File: src/rtl/mips_multicycle_ctrl_pkg.sv
// mips_ctrl_pkg: shared constants for the multicycle MIPS controller.
// Holds FSM state codes, ALU operation codes, opcode/funct values and the
// datapath mux select encodings used by the controller and its decoder.
package mips_ctrl_pkg;
    localparam logic [3:0] S_BOOT     = 4'd0;
    localparam logic [3:0] S_FETCH    = 4'd1;
    localparam logic [3:0] S_DECODE   = 4'd2;
    localparam logic [3:0] S_MEMADR   = 4'd3;
    localparam logic [3:0] S_MEMRD    = 4'd4;
    localparam logic [3:0] S_MEMWB    = 4'd5;
    localparam logic [3:0] S_MEMWR    = 4'd6;
    localparam logic [3:0] S_RTYPE_EX = 4'd7;
    localparam logic [3:0] S_RTYPE_WB = 4'd8;
    localparam logic [3:0] S_IMM_EX   = 4'd9;
    localparam logic [3:0] S_IMM_WB   = 4'd10;
    localparam logic [3:0] S_BRANCH   = 4'd11;
    localparam logic [3:0] S_JUMP     = 4'd12;
    localparam logic [3:0] S_JAL      = 4'd13;
    localparam logic [3:0] S_JR       = 4'd14;
    localparam logic [3:0] S_TRAP     = 4'd15;

    localparam logic [3:0] ALU_ADD  = 4'd0;
    localparam logic [3:0] ALU_SUB  = 4'd1;
    localparam logic [3:0] ALU_AND  = 4'd2;
    localparam logic [3:0] ALU_OR   = 4'd3;
    localparam logic [3:0] ALU_XOR  = 4'd4;
    localparam logic [3:0] ALU_SLL  = 4'd5;
    localparam logic [3:0] ALU_SRL  = 4'd6;
    localparam logic [3:0] ALU_SRA  = 4'd7;
    localparam logic [3:0] ALU_SLT  = 4'd8;
    localparam logic [3:0] ALU_SLTU = 4'd9;
    localparam logic [3:0] ALU_NOR  = 4'd10;
    localparam logic [3:0] ALU_SLLV = 4'd11;
    localparam logic [3:0] ALU_SRLV = 4'd12;
    localparam logic [3:0] ALU_SRAV = 4'd13;
    localparam logic [3:0] ALU_LUI  = 4'd14;

    localparam logic [5:0] OP_RTYPE = 6'b000000;
    localparam logic [5:0] OP_J     = 6'b000010;
    localparam logic [5:0] OP_JAL   = 6'b000011;
    localparam logic [5:0] OP_BEQ   = 6'b000100;
    localparam logic [5:0] OP_BNE   = 6'b000101;
    localparam logic [5:0] OP_ADDI  = 6'b001000;
    localparam logic [5:0] OP_ADDIU = 6'b001001;
    localparam logic [5:0] OP_SLTI  = 6'b001010;
    localparam logic [5:0] OP_SLTIU = 6'b001011;
    localparam logic [5:0] OP_ANDI  = 6'b001100;
    localparam logic [5:0] OP_ORI   = 6'b001101;
    localparam logic [5:0] OP_XORI  = 6'b001110;
    localparam logic [5:0] OP_LUI   = 6'b001111;
    localparam logic [5:0] OP_LW    = 6'b100011;
    localparam logic [5:0] OP_SW    = 6'b101011;

    localparam logic [5:0] F_SLL  = 6'b000000;
    localparam logic [5:0] F_SRL  = 6'b000010;
    localparam logic [5:0] F_SRA  = 6'b000011;
    localparam logic [5:0] F_SLLV = 6'b000100;
    localparam logic [5:0] F_SRLV = 6'b000110;
    localparam logic [5:0] F_SRAV = 6'b000111;
    localparam logic [5:0] F_JR   = 6'b001000;
    localparam logic [5:0] F_ADD  = 6'b100000;
    localparam logic [5:0] F_ADDU = 6'b100001;
    localparam logic [5:0] F_SUB  = 6'b100010;
    localparam logic [5:0] F_SUBU = 6'b100011;
    localparam logic [5:0] F_AND  = 6'b100100;
    localparam logic [5:0] F_OR   = 6'b100101;
    localparam logic [5:0] F_XOR  = 6'b100110;
    localparam logic [5:0] F_NOR  = 6'b100111;
    localparam logic [5:0] F_SLT  = 6'b101010;
    localparam logic [5:0] F_SLTU = 6'b101011;

    localparam logic [1:0] DST_RT = 2'd0;
    localparam logic [1:0] DST_RD = 2'd1;
    localparam logic [1:0] DST_RA = 2'd2;

    localparam logic [1:0] M2R_ALU = 2'd0;
    localparam logic [1:0] M2R_MDR = 2'd1;
    localparam logic [1:0] M2R_PC  = 2'd2;

    localparam logic [1:0] SRCB_B   = 2'd0;
    localparam logic [1:0] SRCB_4   = 2'd1;
    localparam logic [1:0] SRCB_IMM = 2'd2;
    localparam logic [1:0] SRCB_BR  = 2'd3;

    localparam logic [1:0] PCS_ALU    = 2'd0;
    localparam logic [1:0] PCS_ALUOUT = 2'd1;
    localparam logic [1:0] PCS_JUMP   = 2'd2;
    localparam logic [1:0] PCS_REGA   = 2'd3;
endpackage

File: src/rtl/mips_multicycle_ctrl_if.sv
// mips_multicycle_ctrl_if: controller <-> datapath/memory signal bundle.
// master = controller (drives control and status), slave = datapath side
// (drives opcode, funct, zero flag and memory ready).
interface mips_multicycle_ctrl_if;
    logic [5:0] opcode;
    logic [5:0] funct;
    logic       zero;
    logic       mem_ready;
    logic       mem_req;
    logic       mem_we;
    logic       iord;
    logic       ir_write;
    logic       pc_write;
    logic       reg_write;
    logic [1:0] reg_dst;
    logic [1:0] mem_to_reg;
    logic       alu_src_a;
    logic [1:0] alu_src_b;
    logic       zero_ext;
    logic [3:0] alu_control;
    logic [1:0] pc_source;
    logic       illegal;
    logic       mem_err;
    logic       halted;

    modport master (
        input  opcode, funct, zero, mem_ready,
        output mem_req, mem_we, iord, ir_write, pc_write, reg_write, reg_dst,
               mem_to_reg, alu_src_a, alu_src_b, zero_ext, alu_control,
               pc_source, illegal, mem_err, halted
    );

    modport slave (
        output opcode, funct, zero, mem_ready,
        input  mem_req, mem_we, iord, ir_write, pc_write, reg_write, reg_dst,
               mem_to_reg, alu_src_a, alu_src_b, zero_ext, alu_control,
               pc_source, illegal, mem_err, halted
    );
endinterface

File: src/rtl/mips_multicycle_ctrl_alu_decode.sv
// mips_alu_decode: combinational opcode/funct to ALU operation decoder.
// Ports: opcode_i/funct_i instruction fields; alu_control_o ALU op code;
// zero_ext_o immediate is zero-extended; funct_valid_o R-type funct is known.
module mips_alu_decode
    import mips_ctrl_pkg::*;
(
    input  logic [5:0] opcode_i,
    input  logic [5:0] funct_i,
    output logic [3:0] alu_control_o,
    output logic       zero_ext_o,
    output logic       funct_valid_o
);
    always_comb begin
        alu_control_o = ALU_ADD;
        funct_valid_o = 1'b1;
        if (opcode_i == OP_RTYPE) begin
            case (funct_i)
                F_ADD, F_ADDU, F_JR: alu_control_o = ALU_ADD;
                F_SUB, F_SUBU:       alu_control_o = ALU_SUB;
                F_AND:               alu_control_o = ALU_AND;
                F_OR:                alu_control_o = ALU_OR;
                F_XOR:               alu_control_o = ALU_XOR;
                F_NOR:               alu_control_o = ALU_NOR;
                F_SLT:               alu_control_o = ALU_SLT;
                F_SLTU:              alu_control_o = ALU_SLTU;
                F_SLL:               alu_control_o = ALU_SLL;
                F_SRL:               alu_control_o = ALU_SRL;
                F_SRA:               alu_control_o = ALU_SRA;
                F_SLLV:              alu_control_o = ALU_SLLV;
                F_SRLV:              alu_control_o = ALU_SRLV;
                F_SRAV:              alu_control_o = ALU_SRAV;
                default:             funct_valid_o = 1'b0;
            endcase
        end else begin
            case (opcode_i)
                OP_BEQ, OP_BNE:  alu_control_o = ALU_SUB;
                OP_ANDI:         alu_control_o = ALU_AND;
                OP_ORI:          alu_control_o = ALU_OR;
                OP_XORI:         alu_control_o = ALU_XOR;
                OP_SLTI:         alu_control_o = ALU_SLT;
                OP_SLTIU:        alu_control_o = ALU_SLTU;
                OP_LUI:          alu_control_o = ALU_LUI;
                default:         alu_control_o = ALU_ADD;
            endcase
        end
    end

    assign zero_ext_o = opcode_i inside {OP_ANDI, OP_ORI, OP_XORI};
endmodule

File: src/rtl/mips_multicycle_ctrl.sv
// mips_multicycle_ctrl: Moore FSM controller for a shared-memory multicycle MIPS.
// Ports: clk, rst_n (async active-low); bus (master modport) carries the
// instruction fields, zero flag and memory handshake in, and all datapath
// controls plus sticky illegal/mem_err and halted status out.
module mips_multicycle_ctrl
    import mips_ctrl_pkg::*;
#(
    parameter int MEM_TIMEOUT     = 255,
    parameter bit HALT_ON_ILLEGAL = 1'b1
) (
    input  logic                     clk,
    input  logic                     rst_n,
    mips_multicycle_ctrl_if.master   bus
);
    localparam int CW = (MEM_TIMEOUT > 0) ? $clog2(MEM_TIMEOUT + 1) : 1;
    // Trap fires on the wait cycle that would bring the count to MEM_TIMEOUT.
    localparam logic [CW-1:0] LIM = CW'(MEM_TIMEOUT - 1);

    logic [3:0]    state_q, state_d;
    logic [CW-1:0] cnt_q, cnt_d;
    logic          illegal_q, illegal_d, mem_err_q, mem_err_d;
    logic [3:0]    dec_alu;
    logic          dec_zext, funct_ok, req, stall, tmo;

    mips_alu_decode u_dec (
        .opcode_i      (bus.opcode),
        .funct_i       (bus.funct),
        .alu_control_o (dec_alu),
        .zero_ext_o    (dec_zext),
        .funct_valid_o (funct_ok)
    );

    assign req   = state_q inside {S_FETCH, S_MEMRD, S_MEMWR};
    assign stall = req && !bus.mem_ready;
    assign tmo   = (MEM_TIMEOUT != 0) && stall && (cnt_q == LIM);
    assign cnt_d = stall ? cnt_q + 1'b1 : '0;

    always_comb begin
        state_d = state_q;
        case (state_q)
            S_BOOT:     state_d = S_FETCH;
            S_FETCH:    state_d = bus.mem_ready ? S_DECODE : (tmo ? S_TRAP : S_FETCH);
            S_DECODE: begin
                case (bus.opcode)
                    OP_LW, OP_SW:   state_d = S_MEMADR;
                    OP_RTYPE:       state_d = (bus.funct == F_JR) ? S_JR : S_RTYPE_EX;
                    OP_BEQ, OP_BNE: state_d = S_BRANCH;
                    OP_ADDI, OP_ADDIU, OP_ANDI, OP_ORI, OP_XORI, OP_SLTI, OP_SLTIU, OP_LUI:
                                    state_d = S_IMM_EX;
                    OP_J:           state_d = S_JUMP;
                    OP_JAL:         state_d = S_JAL;
                    default:        state_d = S_TRAP;
                endcase
            end
            S_MEMADR:   state_d = (bus.opcode == OP_LW) ? S_MEMRD : S_MEMWR;
            S_MEMRD:    state_d = bus.mem_ready ? S_MEMWB : (tmo ? S_TRAP : S_MEMRD);
            S_MEMWR:    state_d = bus.mem_ready ? S_FETCH : (tmo ? S_TRAP : S_MEMWR);
            S_RTYPE_EX: state_d = funct_ok ? S_RTYPE_WB : S_TRAP;
            S_IMM_EX:   state_d = S_IMM_WB;
            S_TRAP:     state_d = HALT_ON_ILLEGAL ? S_TRAP : S_FETCH;
            default:    state_d = S_FETCH;
        endcase
    end

    // A trap leaving DECODE or RTYPE_EX is always an instruction fault.
    assign illegal_d = illegal_q || ((state_q == S_DECODE || state_q == S_RTYPE_EX) && state_d == S_TRAP);
    assign mem_err_d = mem_err_q || tmo;

    always_comb begin
        bus.mem_req     = req;
        bus.mem_we      = 1'b0;
        bus.iord        = 1'b0;
        bus.ir_write    = 1'b0;
        bus.pc_write    = 1'b0;
        bus.reg_write   = 1'b0;
        bus.reg_dst     = DST_RT;
        bus.mem_to_reg  = M2R_ALU;
        bus.alu_src_a   = 1'b0;
        bus.alu_src_b   = SRCB_B;
        bus.zero_ext    = 1'b0;
        bus.alu_control = ALU_ADD;
        bus.pc_source   = PCS_ALU;
        case (state_q)
            S_FETCH: begin
                bus.alu_src_b = SRCB_4;
                bus.ir_write  = bus.mem_ready;
                bus.pc_write  = bus.mem_ready;
            end
            S_DECODE:   bus.alu_src_b = SRCB_BR;
            S_MEMADR: begin
                bus.alu_src_a = 1'b1;
                bus.alu_src_b = SRCB_IMM;
            end
            S_MEMRD:    bus.iord = 1'b1;
            S_MEMWB: begin
                bus.reg_write  = 1'b1;
                bus.mem_to_reg = M2R_MDR;
            end
            S_MEMWR: begin
                bus.iord   = 1'b1;
                bus.mem_we = 1'b1;
            end
            S_RTYPE_EX: begin
                bus.alu_src_a   = 1'b1;
                bus.alu_control = dec_alu;
            end
            S_RTYPE_WB: begin
                bus.reg_write = 1'b1;
                bus.reg_dst   = DST_RD;
            end
            S_IMM_EX: begin
                bus.alu_src_a   = 1'b1;
                bus.alu_src_b   = SRCB_IMM;
                bus.alu_control = dec_alu;
                bus.zero_ext    = dec_zext;
            end
            S_IMM_WB:   bus.reg_write = 1'b1;
            S_BRANCH: begin
                bus.alu_src_a   = 1'b1;
                bus.alu_control = ALU_SUB;
                bus.pc_source   = PCS_ALUOUT;
                bus.pc_write    = bus.zero ^ (bus.opcode == OP_BNE);
            end
            S_JUMP: begin
                bus.pc_write  = 1'b1;
                bus.pc_source = PCS_JUMP;
            end
            S_JAL: begin
                bus.pc_write   = 1'b1;
                bus.pc_source  = PCS_JUMP;
                bus.reg_write  = 1'b1;
                bus.reg_dst    = DST_RA;
                bus.mem_to_reg = M2R_PC;
            end
            S_JR: begin
                bus.pc_write  = 1'b1;
                bus.pc_source = PCS_REGA;
            end
            default: ;
        endcase
    end

    assign bus.illegal = illegal_q;
    assign bus.mem_err = mem_err_q;
    assign bus.halted  = HALT_ON_ILLEGAL && (state_q == S_TRAP);

    always_ff @(posedge clk or negedge rst_n) begin
        if (!rst_n) begin
            state_q   <= S_BOOT;
            cnt_q     <= '0;
            illegal_q <= 1'b0;
            mem_err_q <= 1'b0;
        end else begin
            state_q   <= state_d;
            cnt_q     <= cnt_d;
            illegal_q <= illegal_d;
            mem_err_q <= mem_err_d;
        end
    end
endmodule

File: src/flat_wrapper.sv
// flat-port wrapper written by rule: the top's interface ports become plain ports
module mips_multicycle_ctrl_flat import mips_ctrl_pkg::*;
#(
    parameter int MEM_TIMEOUT     = 255,
    parameter bit HALT_ON_ILLEGAL = 1'b1
)
  (clk, rst_n, bus_opcode, bus_funct, bus_zero, bus_mem_ready, bus_mem_req, bus_mem_we, bus_iord, bus_ir_write, bus_pc_write, bus_reg_write, bus_reg_dst, bus_mem_to_reg, bus_alu_src_a, bus_alu_src_b, bus_zero_ext, bus_alu_control, bus_pc_source, bus_illegal, bus_mem_err, bus_halted);
  mips_multicycle_ctrl_if bus_i ();
  input  logic clk;
  input  logic rst_n;
  input wire logic [$bits(bus_i.opcode)-1:0] bus_opcode;
  input wire logic [$bits(bus_i.funct)-1:0] bus_funct;
  input wire logic [$bits(bus_i.zero)-1:0] bus_zero;
  input wire logic [$bits(bus_i.mem_ready)-1:0] bus_mem_ready;
  output wire logic [$bits(bus_i.mem_req)-1:0] bus_mem_req;
  output wire logic [$bits(bus_i.mem_we)-1:0] bus_mem_we;
  output wire logic [$bits(bus_i.iord)-1:0] bus_iord;
  output wire logic [$bits(bus_i.ir_write)-1:0] bus_ir_write;
  output wire logic [$bits(bus_i.pc_write)-1:0] bus_pc_write;
  output wire logic [$bits(bus_i.reg_write)-1:0] bus_reg_write;
  output wire logic [$bits(bus_i.reg_dst)-1:0] bus_reg_dst;
  output wire logic [$bits(bus_i.mem_to_reg)-1:0] bus_mem_to_reg;
  output wire logic [$bits(bus_i.alu_src_a)-1:0] bus_alu_src_a;
  output wire logic [$bits(bus_i.alu_src_b)-1:0] bus_alu_src_b;
  output wire logic [$bits(bus_i.zero_ext)-1:0] bus_zero_ext;
  output wire logic [$bits(bus_i.alu_control)-1:0] bus_alu_control;
  output wire logic [$bits(bus_i.pc_source)-1:0] bus_pc_source;
  output wire logic [$bits(bus_i.illegal)-1:0] bus_illegal;
  output wire logic [$bits(bus_i.mem_err)-1:0] bus_mem_err;
  output wire logic [$bits(bus_i.halted)-1:0] bus_halted;
  assign bus_i.opcode = bus_opcode;
  assign bus_i.funct = bus_funct;
  assign bus_i.zero = bus_zero;
  assign bus_i.mem_ready = bus_mem_ready;
  assign bus_mem_req = bus_i.mem_req;
  assign bus_mem_we = bus_i.mem_we;
  assign bus_iord = bus_i.iord;
  assign bus_ir_write = bus_i.ir_write;
  assign bus_pc_write = bus_i.pc_write;
  assign bus_reg_write = bus_i.reg_write;
  assign bus_reg_dst = bus_i.reg_dst;
  assign bus_mem_to_reg = bus_i.mem_to_reg;
  assign bus_alu_src_a = bus_i.alu_src_a;
  assign bus_alu_src_b = bus_i.alu_src_b;
  assign bus_zero_ext = bus_i.zero_ext;
  assign bus_alu_control = bus_i.alu_control;
  assign bus_pc_source = bus_i.pc_source;
  assign bus_illegal = bus_i.illegal;
  assign bus_mem_err = bus_i.mem_err;
  assign bus_halted = bus_i.halted;
  mips_multicycle_ctrl #(.MEM_TIMEOUT(MEM_TIMEOUT), .HALT_ON_ILLEGAL(HALT_ON_ILLEGAL)) u_core (.clk(clk), .rst_n(rst_n), .bus(bus_i));
endmodule
File: config.mk
export PLATFORM = sky130hd
export DESIGN_NAME = mips_multicycle_ctrl_flat
export DESIGN_NICKNAME = d
export VERILOG_FILES = /design/src/rtl/mips_multicycle_ctrl_pkg.sv /design/src/rtl/mips_multicycle_ctrl_if.sv /design/src/rtl/mips_multicycle_ctrl_alu_decode.sv /design/src/rtl/mips_multicycle_ctrl.sv /design/src/flat_wrapper.sv
export SDC_FILE = /design/constraint.sdc
export NUM_CORES = 1
export LEC_CHECK = 0
export CAP_MARGIN = 40
export CORE_MARGIN = 10
export CORE_UTILIZATION = 48
export CTS_CLUSTER_SIZE = 12
export DETAILED_ROUTE_END_ITERATION = 7
export PLACE_DENSITY = 0.8
export SKIP_LAST_GASP = 1
export SLEW_MARGIN = 20
export SYNTH_ARGS = -nofsm -noshare
export SYNTH_HDL_FRONTEND = slang
export SYNTH_SLANG_ARGS = --single-unit
export TNS_END_PERCENT = 1
File: constraint.sdc
create_clock -name clk -period 2.68 [get_ports clk]
set_clock_uncertainty 0.05 [all_clocks]
set_input_delay 0.268 -clock clk [delete_from_list [all_inputs] [get_ports clk]]
set_output_delay 0.268 -clock clk [all_outputs]
set_load 0.1 [all_outputs]
==> run_results.csv, run 1 <==
group,metric,value,unit
power_and_ir_drop,ir_worst_vdd,0.001532,V
final_layout,n_antenna_cell,0,
clocking,cts_tree,"done",
final_layout,final_common_cell,"nor2_1",
worst_setup_path,critPathLaunchType,"input pin",
synthesis,synth_seq_area_share,0.2437,
clocking,holdBufCountCts,0,
synthesis,synthFlopType,"dfrtp_1",
worst_setup_path,cp_cell_sequence,"clkdlybuf4s50_1, or4_1, nand3_1, o2111ai_1, a31oi_1, o21ai_1, a21boi_1, buf_12",
clocking,clock-sinks,14,
hold_path,min_path_type,"input pin to async pin",
final_layout,drive_gt1_frac,0.2034,
place,dp_hpwl,3341,um
synthesis,yosys_register_bits,14,
detailed_routing,drtIter0Drc,172,
synthesis,synth_edf_count,0,
worst_setup_path,cp_max_fo,7,
synthesis,synth.avg_cell_area,7.188,um^2
detailed_routing,vias_per_cell,6.026,
clocking,clk-insertion-delay-late,0.28,ns
grt,grt_use_total,0.1480,
sta,whs,0.3006,ns
power_and_ir_drop,p_leak,0.8240,nW
clocking,clk_pin_slew,0.08,ns
floorplanning,fp.coreArea,2805,um^2
synthesis,synth_cell_types,53,
sta,finalHoldViolCount,0,
run_status,status,"finished clean",
run,max_cap_viol_count,0,
grt,grt_pass1_vias,1554,
final_layout,layout_common_cells,"30 x nor2_1, 27 x buf_4, 20 x nand2_1",
sta,worst_pin_slew,0.5763,ns
final_layout,area_growth,34.20,%
sta,period_minus_slack,2.581,ns
detailed_routing,drt_pass1_iterations,4,
clocking,clockBufferDepth,2,
worst_setup_path,slowest_stage,"clkdlybuf4s50_1",
worst_setup_path,path_delay_family,"buffers and inverters",
synthesis,synth_area,1438,um^2
detailed_routing,wl,4243,um
sta,fin_crit_sh,0.9631,
clocking,cts-resized-gates,0,
clocking,post_cts_buffers,0,
synthesis,yosys_warnings,0,
detailed_routing,vias,1609,
clocking,cts_root_buf,"clkbuf_4",
grt,grt_pass1_wl,6934,um
worst_setup_path,crit_arrival,2.26,ns
synthesis,synth_cells,200,
detailed_routing,wl_per_cell,15.89,um
grt,grt_overflow,0,
clocking,htreeDepth,1,
sta,finalSetupViolCount,0,
floorplanning,dieArea,5584,um^2
floorplanning,rows,19,
final_layout,nets,255,
floorplanning,die_h,74.73,um
grt,antenna_found_initial,0,
worst_setup_path,critPathCaptureType,"output pin",
detailed_routing,remaining_drc_errors,0,
sta,fmax,387.4,MHz
worst_setup_path,path_buf_inv,2,
final_layout,fin_area,1929,um^2
power_and_ir_drop,powerDensity,996.7,nW/um^2
grt,grt_max_degree,20,
worst_setup_path,path_class,"input pin to output pin",
clocking,cts_buffers,3,
place,port_buffers,38,
floorplanning,start_util,0.5125,
power_and_ir_drop,p_total,1.923,mW
detailed_routing,antenna_left,0,
synthesis,ys_async_sr_fraction,1.000,
place,gp_congestion,0.9162,
floorplanning,ios,39,
worst_setup_path,worst_ep_required_time,2.36,ns
sta,relSlewSlack,0.6146,
synthesis,synth_nets,218,
worst_setup_path,slowest_delay,0.50,ns
floorplanning,die_w,74.73,um
place,dpl_cell_area,1881,um^2
sta,rsz0062_at_grt,"true",
sta,report.final.slew_viol_count,0,
## kinds of logic after synthesis
group	Yosys count	synth area share
compound gates	47	0.2115
simple gates	104	0.3934
flops	14	0.2437
fa+ha+maj	2	0.01740
mux	2	0.01393
xor+xnor	7	0.04265
buf+inv	24	0.07745
## registers in the layout, summed over array words and instances, names as in the netlist
signal / count
u_core.bus.illegal: 1
u_core.state_q: 4
u_core.cnt_q: 8
u_core.bus.mem_err: 1
## routing by layer
metal | track usage | up-vias | wire length (um)
li1 | - | 791 | -
met1 | 0.1838 | 753 | 1761
met2 | 0.2584 | 61 | 2197
met3 | 0.02497 | 4 | 251
met4 | 0.03782 | 0 | 32
met5 | 0 | - | 0
## layout make-up
cell class	count	area [um^2]
fill	221	875.8
tap	31	38.79
multi-input combinational	162	1001
clock buffer	4	36.28
inverter	8	30.03
sequential	14	350.3
timing repair buffer	48	473.0
## synth_stat cells (2+ instances only)
cell type,n,area [um^2]
nor2_1,30,112.6
nand2_1,20,75.07
dfrtp_1,14,350.3
a21oi_1,10,50.05
o21ai_0,10,50.05
clkbuf_1,8,30.03
inv_1,8,30.03
nand2b_1,8,50.05
nor3_1,8,40.04
nand3_1,7,35.03
a31oi_1,6,37.54
xor2_1,6,52.55
buf_2,5,25.02
and3_1,4,25.02
nand4_1,4,25.02
nor2b_1,3,18.77
o21ai_1,3,15.01
o22ai_1,3,18.77
a2111oi_0,2,17.52
a211o_1,2,17.52
a21boi_0,2,15.01
buf_4,2,15.01
ha_1,2,25.02
mux2i_1,2,20.02
nor4_1,2,12.51
or4_4,2,22.52
## stage by stage
| step | utilization | instances | setup WS [ns] | TNS, ns |
|---|---|---|---|---|
| 2_1_floorplan | - | 200 | -0.6491 | -3.617 |
| 3_3_place_gp | 0.6704 | 263 | 0.1779 | 0 |
| 3_5_place_dp | 0.6704 | 263 | 0.1591 | 0 |
| 4_1_cts | 0.6833 | 267 | 0.1318 | 0 |
| 5_1_grt | 0.6878 | 267 | -0.02047 | -0.02047 |
| 6_report | 0.6878 | 267 | 0.09880 | 0 |
## power by group
group	internal [mW]	switching, mW	total (mW)
Clock	0.0827	0.0677	0.150
Sequential	0.252	0.114	0.366
Combinational	0.365	1.04	1.41
Total	0.700	1.22	1.92
## final timing paths
kind / from / end / slack, ns / depth (start not counted)
max in group asynchronous: rst_n / u_core.state_q[1] / 1.90 / 1
max reg2reg: u_core.state_q[0] / u_core.bus.illegal / 0.32 / 6
min in group clk: u_core.bus.mem_err / u_core.bus.mem_err / 0.43 / 1
max: bus_funct[3] / bus_alu_control[0] / 0.1 / 8
min reg2reg: u_core.bus.mem_err / u_core.bus.mem_err / 0.43 / 1
min: rst_n / u_core.cnt_q[0] / 0.30 / 1
(Power assumes the default switching activity.)
==> inputs of run 2 (changes only) <==
--- a/config.mk
+++ b/config.mk
@@ -7,10 +7,10 @@
 export LEC_CHECK = 0
 export CAP_MARGIN = 40
 export CORE_MARGIN = 10
-export CORE_UTILIZATION = 48
+export CORE_UTILIZATION = 52
 export CTS_CLUSTER_SIZE = 12
 export DETAILED_ROUTE_END_ITERATION = 7
-export PLACE_DENSITY = 0.8
+export PLACE_DENSITY = 0.85
 export SKIP_LAST_GASP = 1
 export SLEW_MARGIN = 20
 export SYNTH_ARGS = -nofsm -noshare
==> constraint.sdc (replaced) <==
create_clock -name clk -period 3.3 [get_ports clk]
set_clock_uncertainty 0.05 [all_clocks]
set_input_delay 0.33 -clock clk [delete_from_list [all_inputs] [get_ports clk]]
set_output_delay 0.33 -clock clk [all_outputs]
set_load 0.1 [all_outputs]
==> run_results.csv, run 2 (synthesized netlist as in run 1, its figures left out) <==
group,metric,value,unit
run_status,status,"finished clean",
clocking,clk-insertion-delay-late,0.28,ns
final_layout,top_register,"u_core.cnt_q",
floorplanning,rows,19,
final_layout,nFillCells,235,
grt,grt_use_total,0.1518,
final_layout,top_regs,"u_core.cnt_q (8), u_core.state_q (4)",
worst_setup_path,slowest_stage,"or4_1",
sta,report.final.slew_viol_count,0,
worst_setup_path,path_class,"input pin to output pin",
hold_path,min_path_type,"input pin to async pin",
final_layout,n_antenna_cell,0,
power_and_ir_drop,p_total,1.554,mW
sta,worst_pin_slew,0.5772,ns
worst_setup_path,critPathLaunchType,"input pin",
clocking,cts_buffers,3,
clocking,post_cts_buffers,0,
clocking,cts_root_buf,"clkbuf_4",
power_and_ir_drop,ir_worst_vdd,0.001040,V
grt,antenna_found_initial,0,
detailed_routing,vias_per_cell,6.130,
detailed_routing,drt_pass1_iterations,5,
clocking,clock-sinks,14,
worst_setup_path,r2r-end,"u_core.bus.illegal",
floorplanning,dieArea,5268,um^2
floorplanning,die_h,72.58,um
sta,finalHoldViolCount,0,
grt,grt_overflow,0,
power_and_ir_drop,powerDensity,827.0,nW/um^2
place,dpl_cell_area,1843,um^2
worst_setup_path,reg2reg_slack,0.90,ns
grt,grt_pass1_vias,1467,
clocking,clockBufferDepth,2,
worst_setup_path,rr_worst_depth,6,
place,port_buffers,38,
run,max_cap_viol_count,0,
sta,rsz0062_at_grt,"false",
final_layout,drive_gt1_frac,0.1739,
place,dp_hpwl,3049,um
worst_setup_path,cp_max_fo,11,
clocking,htreeDepth,1,
sta,relSlewSlack,0.6140,
sta,setup_tns,0,ns
detailed_routing,drtIter0Drc,231,
detailed_routing,remaining_drc_errors,0,
detailed_routing,vias,1600,
detailed_routing,wl_per_cell,15.20,um
clocking,cts_tree,"done",
floorplanning,fp.coreArea,2710,um^2
sta,period_minus_slack,2.809,ns
sta,finalSetupViolCount,0,
worst_setup_path,endpoint,"bus_alu_control[0]",
final_layout,nets,249,
sta,fmax,356.0,MHz
worst_setup_path,crit_arrival,2.43,ns
place,gp_congestion,0.9082,
worst_setup_path,cp_cell_sequence,"clkdlybuf4s50_1, or4_1, nand3_1, o2111ai_1, a31oi_1, o21ai_1, a21boi_1, buf_12",
floorplanning,start_util,0.5305,
detailed_routing,antenna_left,0,
power_and_ir_drop,p_leak,0.7925,nW
sta,fin_crit_sh,0.8511,
worst_setup_path,critPathCaptureType,"output pin",
worst_setup_path,worst_ep_required_time,2.92,ns
worst_setup_path,r2r-start,"u_core.state_q[0]",
clocking,holdBufCountCts,0,
clocking,clk_pin_slew,0.08,ns
clocking,cts-resized-gates,0,
grt,grt_max_degree,20,
final_layout,area_growth,30.72,%
final_layout,final_common_cell,"nor2_1",
floorplanning,die_w,72.58,um
worst_setup_path,slowest_delay,0.57,ns
grt,grt_pass1_wl,6810,um
worst_setup_path,critPathLaunch,"bus_funct[0]",
floorplanning,ios,39,
final_layout,largest_register_ffs,8,
detailed_routing,wl,3968,um
final_layout,fin_area,1879,um^2
final_layout,layout_common_cells,"30 x nor2_1, 20 x nand2_1, 18 x buf_4",
run 2: metal layers:
metal,global-route usage,part of all wire,vias to the layer above
met2,0.2418,0.48,72
met5,0,0,-
met3,0.03810,0.077,10
li1,-,-,784
met4,0.05274,0.017,0
met1,0.1932,0.43,734
run 2: critical path: cells and delay by family:
kind,cells,cell delay (ns)
AO/OA/AOI/OAI,4,0.65
AND/OR/NAND/NOR,2,0.67
buffers and inverters,2,0.77
run 2: area by class of cell:
type | instances | area, um^2 | area share
Timing Repair Buffer | 42 | 435.4 | 0.2317
Clock buffer | 4 | 36.28 | 0.01931
Tap cell | 31 | 38.79 | 0.02064
Sequential cell | 14 | 350.3 | 0.1864
Multi-Input combinational cell | 162 | 988.4 | 0.5260
Inverter | 8 | 30.03 | 0.01598
run 2: through the flow:
| step | hold WS [ns] | setup WS, ns | instances | util |
|---|---|---|---|---|
| finish | 0.3599 | 0.4914 | 261 | 0.6934 |
| global route | 0.3898 | 0.3785 | 261 | 0.6934 |
| CTS | 0.3818 | 0.5230 | 261 | 0.6934 |
| detailed placement | 0.4228 | 0.5219 | 257 | 0.6801 |
| global placement | 0.4036 | 0.5281 | 255 | 0.6690 |
| floorplan | -0.01559 | -0.1333 | 200 | - |
run 2: power breakdown:
part / total [mW] / leakage (nW) / switching, mW / internal (mW)
Combinational: 1.13 / 0.583 / 0.830 / 0.298
Clock: 0.122 / 0.0210 / 0.0552 / 0.0672
Sequential: 0.303 / 0.188 / 0.0984 / 0.205
Total: 1.55 / 0.792 / 0.984 / 0.570
run 2: worst min-delay path by stage:
stage	to
after detailed placement	u_core.bus.mem_err
after floorplan	u_core.bus.illegal
after global placement	u_core.bus.mem_err
final	u_core.cnt_q[6]
after CTS	u_core.cnt_q[6]
after global routing	u_core.cnt_q[2]
